`src/rtl/alu_cmd_queue_if.sv`:
```
// rtl/alu_cmd_queue_if.sv - producer / ALU-stage bundle for the ALU command queue
interface alu_cmd_queue_if #(
    parameter int DEPTH = 4
);
    localparam int CW = $clog2(DEPTH) + 1;

    logic          in_valid;
    logic          in_ready;
    logic [2:0]    in_op;
    logic [3:0]    in_a;
    logic [3:0]    in_b;
    logic          issue_en;
    logic          flush;
    logic [3:0]    a;
    logic [3:0]    b;
    logic [2:0]    c;
    logic          issued;
    logic [CW-1:0] count;
    logic          empty;

    modport master (
        output in_valid, in_op, in_a, in_b, issue_en, flush,
        input  in_ready, a, b, c, issued, count, empty
    );

    modport slave (
        input  in_valid, in_op, in_a, in_b, issue_en, flush,
        output in_ready, a, b, c, issued, count, empty
    );
endinterface

```
`src/rtl/alu_cmd_queue.sv`:
```
// rtl/alu_cmd_queue.sv - FIFO of ALU commands issued one per cycle onto registered a/b/c
module alu_cmd_queue #(
    parameter int DEPTH = 4
) (
    input logic            clk,
    input logic            rst_n,
    alu_cmd_queue_if.slave bus
);
    localparam int AW = (DEPTH > 1) ? $clog2(DEPTH) : 1;
    localparam int CW = $clog2(DEPTH) + 1;
    localparam logic [CW-1:0] FULL_CNT = CW'(DEPTH);

    typedef struct packed {
        logic [2:0] op;
        logic [3:0] a;
        logic [3:0] b;
    } cmd_t;

    cmd_t          mem_q [DEPTH];
    logic [AW-1:0] head_q, head_d;
    logic [AW-1:0] tail_q, tail_d;
    logic [CW-1:0] count_q, count_d;
    logic [3:0]    a_q, a_d;
    logic [3:0]    b_q, b_d;
    logic [2:0]    c_q, c_d;
    logic          issued_q, issued_d;

    logic full;
    logic empty;
    logic push_fire;
    logic store;
    logic pop;
    cmd_t head_cmd;

    assign full      = (count_q == FULL_CNT);
    assign empty     = (count_q == '0);
    assign push_fire = bus.in_valid && !full && !bus.flush;
    // Hold opcodes complete the handshake but never occupy a slot.
    assign store     = push_fire && (bus.in_op != 3'b000);
    assign pop       = bus.issue_en && !empty && !bus.flush;
    assign head_cmd  = mem_q[head_q];

    always_comb begin
        head_d   = head_q;
        tail_d   = tail_q;
        count_d  = count_q;
        a_d      = a_q;
        b_d      = b_q;
        c_d      = 3'b000;
        issued_d = 1'b0;
        if (bus.flush) begin
            head_d  = '0;
            tail_d  = '0;
            count_d = '0;
        end else begin
            if (pop) begin
                a_d      = head_cmd.a;
                b_d      = head_cmd.b;
                c_d      = head_cmd.op;
                issued_d = 1'b1;
                head_d   = head_q + 1'b1;
            end
            if (store) begin
                tail_d = tail_q + 1'b1;
            end
            if (store && !pop) begin
                count_d = count_q + 1'b1;
            end else if (pop && !store) begin
                count_d = count_q - 1'b1;
            end
        end
    end

    always_ff @(posedge clk or negedge rst_n) begin
        if (!rst_n) begin
            head_q   <= '0;
            tail_q   <= '0;
            count_q  <= '0;
            a_q      <= 4'h0;
            b_q      <= 4'h0;
            c_q      <= 3'b000;
            issued_q <= 1'b0;
        end else begin
            head_q   <= head_d;
            tail_q   <= tail_d;
            count_q  <= count_d;
            a_q      <= a_d;
            b_q      <= b_d;
            c_q      <= c_d;
            issued_q <= issued_d;
        end
    end

    // Storage is never read before written, so it carries no reset.
    always_ff @(posedge clk) begin
        if (store) begin
            mem_q[tail_q] <= '{op: bus.in_op, a: bus.in_a, b: bus.in_b};
        end
    end

    assign bus.in_ready = !full;
    assign bus.empty    = empty;
    assign bus.count    = count_q;
    assign bus.a        = a_q;
    assign bus.b        = b_q;
    assign bus.c        = c_q;
    assign bus.issued   = issued_q;
endmodule

```
`src/flat_wrapper.sv`:
```
// flat-port wrapper written by rule: the top's interface ports become plain ports
module alu_cmd_queue_flat 
#(
    parameter int DEPTH = 4
)
  (clk, rst_n, bus_in_valid, bus_in_op, bus_in_a, bus_in_b, bus_issue_en, bus_flush, bus_in_ready, bus_a, bus_b, bus_c, bus_issued, bus_count, bus_empty);
  alu_cmd_queue_if #(.DEPTH(DEPTH)) bus_i ();
  input logic clk;
  input logic rst_n;
  input wire logic [$bits(bus_i.in_valid)-1:0] bus_in_valid;
  input wire logic [$bits(bus_i.in_op)-1:0] bus_in_op;
  input wire logic [$bits(bus_i.in_a)-1:0] bus_in_a;
  input wire logic [$bits(bus_i.in_b)-1:0] bus_in_b;
  input wire logic [$bits(bus_i.issue_en)-1:0] bus_issue_en;
  input wire logic [$bits(bus_i.flush)-1:0] bus_flush;
  output wire logic [$bits(bus_i.in_ready)-1:0] bus_in_ready;
  output wire logic [$bits(bus_i.a)-1:0] bus_a;
  output wire logic [$bits(bus_i.b)-1:0] bus_b;
  output wire logic [$bits(bus_i.c)-1:0] bus_c;
  output wire logic [$bits(bus_i.issued)-1:0] bus_issued;
  output wire logic [$bits(bus_i.count)-1:0] bus_count;
  output wire logic [$bits(bus_i.empty)-1:0] bus_empty;
  assign bus_i.in_valid = bus_in_valid;
  assign bus_i.in_op = bus_in_op;
  assign bus_i.in_a = bus_in_a;
  assign bus_i.in_b = bus_in_b;
  assign bus_i.issue_en = bus_issue_en;
  assign bus_i.flush = bus_flush;
  assign bus_in_ready = bus_i.in_ready;
  assign bus_a = bus_i.a;
  assign bus_b = bus_i.b;
  assign bus_c = bus_i.c;
  assign bus_issued = bus_i.issued;
  assign bus_count = bus_i.count;
  assign bus_empty = bus_i.empty;
  alu_cmd_queue #(.DEPTH(DEPTH)) u_core (.clk(clk), .rst_n(rst_n), .bus(bus_i));
endmodule
```
`config.mk`:
```
export PLATFORM = sky130hd
export DESIGN_NAME = alu_cmd_queue_flat
export DESIGN_NICKNAME = d
export VERILOG_FILES = /design/src/rtl/alu_cmd_queue_if.sv /design/src/rtl/alu_cmd_queue.sv /design/src/flat_wrapper.sv
export SDC_FILE = /design/constraint.sdc
export NUM_CORES = 1
export LEC_CHECK = 0
export BUFFER_PORTS_ARGS = -buffer_cell sky130_fd_sc_hd__buf_2
export CORE_MARGIN = 3
export CORE_UTILIZATION = 61
export CTS_CLUSTER_SIZE = 25
export DETAILED_ROUTE_END_ITERATION = 10
export PLACE_DENSITY = 0.8
export SLEW_MARGIN = 10
export SYNTH_ARGS = -nofsm -noshare
export SYNTH_HDL_FRONTEND = slang
export SYNTH_SLANG_ARGS = --single-unit
export TNS_END_PERCENT = 100
```
`constraint.sdc`:
```
create_clock -name clk -period 4.1 [get_ports clk]
set_input_delay 0.205 -clock clk [delete_from_list [all_inputs] [get_ports clk]]
set_output_delay 0.205 -clock clk [all_outputs]
set_load 0.02 [all_outputs]
```
Yosys cells after proc, flatten, opt, wreduce, memory -nomap -nowiden
Memory sizes are Yosys's and may differ from the RTL's.
Cells that the tools add are included.
- bits in registers: 19
- latch bits: 0
- RAM bits: 44
- memory bits (read-only): 0
- bits of input ports: 16
- output and inout bits: 17
- logic and storage cells: 45
- memories kept: 1
- memories (memory ; depth ; width ; read ports ; clocked after Yosys merged registers in ; write ports ; RTL line ; source):
    u_core.mem_q ; 4 ; 11 ; 1 ; 0 ; 1 ; alu_cmd_queue.sv:19 ; cmd_t mem_q [DEPTH];
- $add $sub $neg: 4
- $mul: 0
- divide/modulo/power cells: 0
- magnitude comparators: 0
- eq/ne operators: 1
- shift-type cells: 0
- multiplexer cells: 13
- bitwise logic cells: 1
- reductions and logical operators: 18
- operator list (operator ; number):
    2-to-1 mux 3 bit ; 5
    2-to-1 mux 2 bit ; 4
    logical AND 1 bit ; 7
    nonzero test 3 bit ; 2
    zero test 1 bit ; 5
    adder 2 x 1 -> 2 bit (second input constant) ; 2
    2-to-1 mux 1 bit ; 4
    nonzero test 2 bit ; 2
    adder 3 x 1 -> 3 bit (second input constant) ; 1
    equality test 3 bit (second input constant) ; 1
    zero test 3 bit ; 1
    subtractor 3 x 1 -> 3 bit (second input constant) ; 1
    AND reduction 2 bit ; 1
    NOT 1 bit ; 1

Longest topological paths before layout
- depth in word-level cells: 10
- mapped depth: 9
- gate-level depth less buffers: 8

Worst setup path after synthesis
OpenSTA, ideal clock, no wires.
- kind: register -> register
- start: register u_core.count_q[1], in the netlist u_core.bus.count[1]
- end: register u_core.count_q[1], in the netlist u_core.bus.count[1]
- library setup time: 104 ps
- arrival time: 2267 ps
- data required time: 3996 ps
- slack: 1730 ps
- cell stages (with the launch flop): 8
- buffers on the path: 1
- period minus slack after synthesis: 2370 ps
- cells stage by stage: dfrtp_1 -> o31ai_4 -> nor2_2 -> buf_6 -> nor2b_1 -> fa_1 -> or4_1 -> o311ai_1
- word-level cells in the longest chain between the ends: 8
- elaborated cells on any way between the ends: 19
- classes of those cells: add/sub (2); eq/ne (1); mux (3); reduce/logical (13)
- ends and longest elaborated chain (what ; RTL line ; source):
    from (decl) ; alu_cmd_queue.sv:22 ; logic [CW-1:0] count_q, count_d;
    from (signal assigned) ; alu_cmd_queue.sv:86 ; count_q <= count_d;
    branches (longest 8 deep; another with subtractor 3 x 1 -> 3 bit) ; n/a ;
Several ways; the timed one is not identified. The select of a mux whose other input is x is not followed.
A chain may end at the register's enable or synchronous reset.

Final worst setup path
Ends and elaborated chain as after synthesis.

==> metrics.cfg <==
[global_route]
globalRouteTotalUtil_pct = 21.0
grt_pass1_vias = 1505
grt_max_degree = 20
overflow = 0
antenna_found_initial = 0
grt_pass1_wl_mm = 7.65

[worst_setup_path]
slowest_delay_ps = 590
cp_top_family = simple AND/OR/NAND/NOR gates
regToRegSetupSlack_ps = 1470
timing_worst_setup_path_type = flop to flop
crit_path_end_kind = flop
path_cells = nor2_2 > a211oi_2 > nor2b_1 > fa_1 > or4_1 > o311ai_1
crit_required_ps = 4320
worst_ep_arrival_time_ps = 2850
slowest_stage = sky130_fd_sc_hd__a211oi_2
critical_path_buf_inv_count = 0
r2r_cells = 6
path_max_fanout = 11
r2r-start = u_core.bus.count[1]$_DFFE_PN0P_
worstSetupStartpointType = flop
reg2reg_to = u_core.bus.count[1]$_DFFE_PN0P_

[placed_design]
dpl.cell_count = 219
port_buffers = 32
last_weighted_congestion_value_of_the_routability_driven_placer = 0.876
detailed_place_hpwl_mm = 3.04

[detailed_routing]
viasPerCell = 5.75
drt.antenna.violating_nets = 0
drt_first_iter_violations = 98
dr_total_vias = 1357
pre_repair_dr_iteration_count = 4
routed_wire_length_mm = 4.53
drc = 0
detailed_route_wire_length_per_cell_um = 19.2

[synthesis]
syn_area_sq_um = 2590
post_synth_fa_ha_maj_area_fraction_pct = 2.70
synth.lib_cells_used.distinct = 35
synth_area_per_cell_sq_um = 18.3
synth.area.mux_share_pct = 15.1
synth.yosys.seq_area_share_pct = 69.3
synth-main-ff-cell = sky130_fd_sc_hd__edfxtp_1
number_of_synthesized_flops_with_an_enable_pin = 44
share_of_the_synthesized_area_in_compound_gates_ao_oa_aoi_oai_pct = 3.23
synth_warnings = 0
synth_xor_area_share_pct = 1.01
synthArstFlopShare_pct = 30.2
synth_nets = 163
yosys_register_bits = 63
synthesis.instances = 142
synth_simple_gate_area_share_pct = 6.32
synth_top_family_by_area = multiplexers

[die]
fp.dieH_um = 71.2
chipWidth_um = 71.2
fp.dieArea_sq_um = 5070
core_area_sq_um = 4060
initial_utilization_pct = 63.9
rows = 23
pin_count = 33

[timing]
final.setup_skew_ps = 7.21
fin_crit_sh_pct = 64.2
unrepaired_setup_endpoints_after_global_routing = no
fin_setup_tns_ps = 0
max_slew.worst_pin.slew_ps = 732
finalCriticalPeriod_ps = 2630
maxSlewHeadroom_pct = 51.1
maxSlewViolCount = 0
max_freq_mhz = 380
report.final.hold_viol_count = 0
finalSetupViolations = 0

[run]
drv.max_cap_violation_count = 0

[clock_tree]
tritoncts = yes
clkTransAtPathRegs_ps = 70
cts.root.buffer_cell = sky130_fd_sc_hd__clkbuf_8
cts_buffer_depth = 2
cts.sink_count = 63
cts_hold_buf = 1
number_of_gates_resized_after_cts = 0
postCtsSetupBuffers = 0
htree_num_levels = 3
clock_insertion_delay_worst_skew_ps = 340
inserted_clock_buffers = 9

[finish]
antenna_cells = 0
drive_gt1_share_pct = 39.8
num-nets-final = 202
area_growth_pct = 15.1
stdcell_count = 236
n_fill_cell = 239

[power]
worst_ir_drop_vdd_uv = 373
p_leak_nw = 1.14
power_density_normalized_to_cell_area_nw_per_um2 = 616

[worst_hold_path]
hold_end = u_core.mem_q[3][5]$_DFFE_PP_
hp-start = bus_in_a[1]
hold_path_class = input port to flop
hold_depth = 1

[outcome]
outcome = complete, no violations

cells by family after synthesis:
family                     after synthesis
adders and majority gates                5
DFF                                     63
buffers and inverters                   11
AOI/OAI and AO/OA                        9
xor gates and xnor gates                 3
muxes                                   22
and+or+nand+nor                         29
placed cells by master, fill, tap and decap left out, drive strengths merged, types with 3 or more instances in the layout:
cell / instances
and2: 7
buf: 32
clkbuf: 9
clkinv: 3
dfrtp: 19
edfxtp: 44
ha: 4
inv: 7
mux2: 9
mux4: 11
nand2b: 4
nor2: 8
o21ai: 3
xnor2: 3
final cells by class:
| class | count | area [sq um] | share of cell area (%) |
|---|---|---|---|
| Timing Repair Buffer | 33 | 170 | 5.70 |
| Clock inverter | 7 | 72.6 | 2.43 |
| Sequential cell | 63 | 1800 | 60.2 |
| Multi-Input combinational cell | 68 | 736 | 24.7 |
| Inverter | 6 | 22.5 | 0.755 |
| Clock buffer | 9 | 124 | 4.15 |
| Tap cell | 50 | 62.6 | 2.10 |
state kept, by name (all words and copies together), names as in the netlist:
register / count
u_core.bus.a: 4
u_core.bus.b: 4
u_core.bus.c: 3
u_core.bus.count: 3
u_core.bus.issued: 1
u_core.head_q: 2
u_core.mem_q: 44
u_core.tail_q: 2
report_power, final:
part           leakage [nW]  switching, W  internal (W)
Clock                0.0956      0.000240      0.000281
Combinational         0.397      0.000237      0.000230
Sequential            0.644     0.0000887      0.000764
Total                  1.14      0.000565       0.00127
routing by layer:
metal	track usage, %	up-vias	routed length, um
met5	0	-	0
met4	7.72	0	72
met3	7.10	10	235
met2	34.7	50	2480
met1	25.9	681	1750
li1	-	616	-
Yosys cell counts (2+ instances only):
cell type | n | area [sq um]
sky130_fd_sc_hd__buf_6 | 2 | 22.5
sky130_fd_sc_hd__nor2_2 | 2 | 12.5
sky130_fd_sc_hd__dfrtp_1 | 19 | 475
sky130_fd_sc_hd__edfxtp_1 | 44 | 1320
sky130_fd_sc_hd__nor2b_1 | 2 | 12.5
sky130_fd_sc_hd__and2_1 | 7 | 43.8
sky130_fd_sc_hd__mux2_4 | 5 | 75.1
sky130_fd_sc_hd__o21ai_0 | 3 | 15.0
sky130_fd_sc_hd__nand2_1 | 2 | 7.51
sky130_fd_sc_hd__inv_1 | 6 | 22.5
sky130_fd_sc_hd__mux2_2 | 3 | 33.8
sky130_fd_sc_hd__nand2b_1 | 4 | 25.0
sky130_fd_sc_hd__nor2_1 | 6 | 22.5
sky130_fd_sc_hd__mux4_2 | 11 | 248
sky130_fd_sc_hd__xnor2_1 | 3 | 26.3
sky130_fd_sc_hd__ha_1 | 4 | 50.1
metrics by stage:
stage | instance area (sq um) | hold slack (ps) | setup WS (ps) | util, % | power (W)
3_5_place_dp | 2780 | 182 | 1470 | 68.5 | 0.00134
6_report | 2980 | 81.3 | 1470 | 73.5 | 0.00184
5_1_grt | 2980 | 68.4 | 1240 | 73.5 | 0.00193
4_1_cts | 2980 | 73.7 | 1480 | 73.5 | 0.00186
3_3_place_gp | 2780 | 170 | 1650 | 68.5 | 0.00131
2_1_floorplan | 2590 | -90.6 | 1730 | - | 0.00120
worst max path at each step:
stage	startpoint	endpoint	slack, ps	depth (start not counted)
floorplan	u_core.bus.count[1]$_DFFE_PN0P_	u_core.bus.count[1]$_DFFE_PN0P_	1730	7
global placement	u_core.bus.count[2]$_DFFE_PN0P_	u_core.bus.count[1]$_DFFE_PN0P_	1650	6
detailed placement	bus_flush	u_core.bus.count[1]$_DFFE_PN0P_	1470	7
CTS	u_core.bus.count[1]$_DFFE_PN0P_	u_core.bus.count[1]$_DFFE_PN0P_	1480	6
global route	u_core.bus.count[2]$_DFFE_PN0P_	u_core.bus.count[1]$_DFFE_PN0P_	1240	6
finish	u_core.bus.count[1]$_DFFE_PN0P_	u_core.bus.count[1]$_DFFE_PN0P_	1470	6
Note: power is estimated with default switching activity, not from simulation.
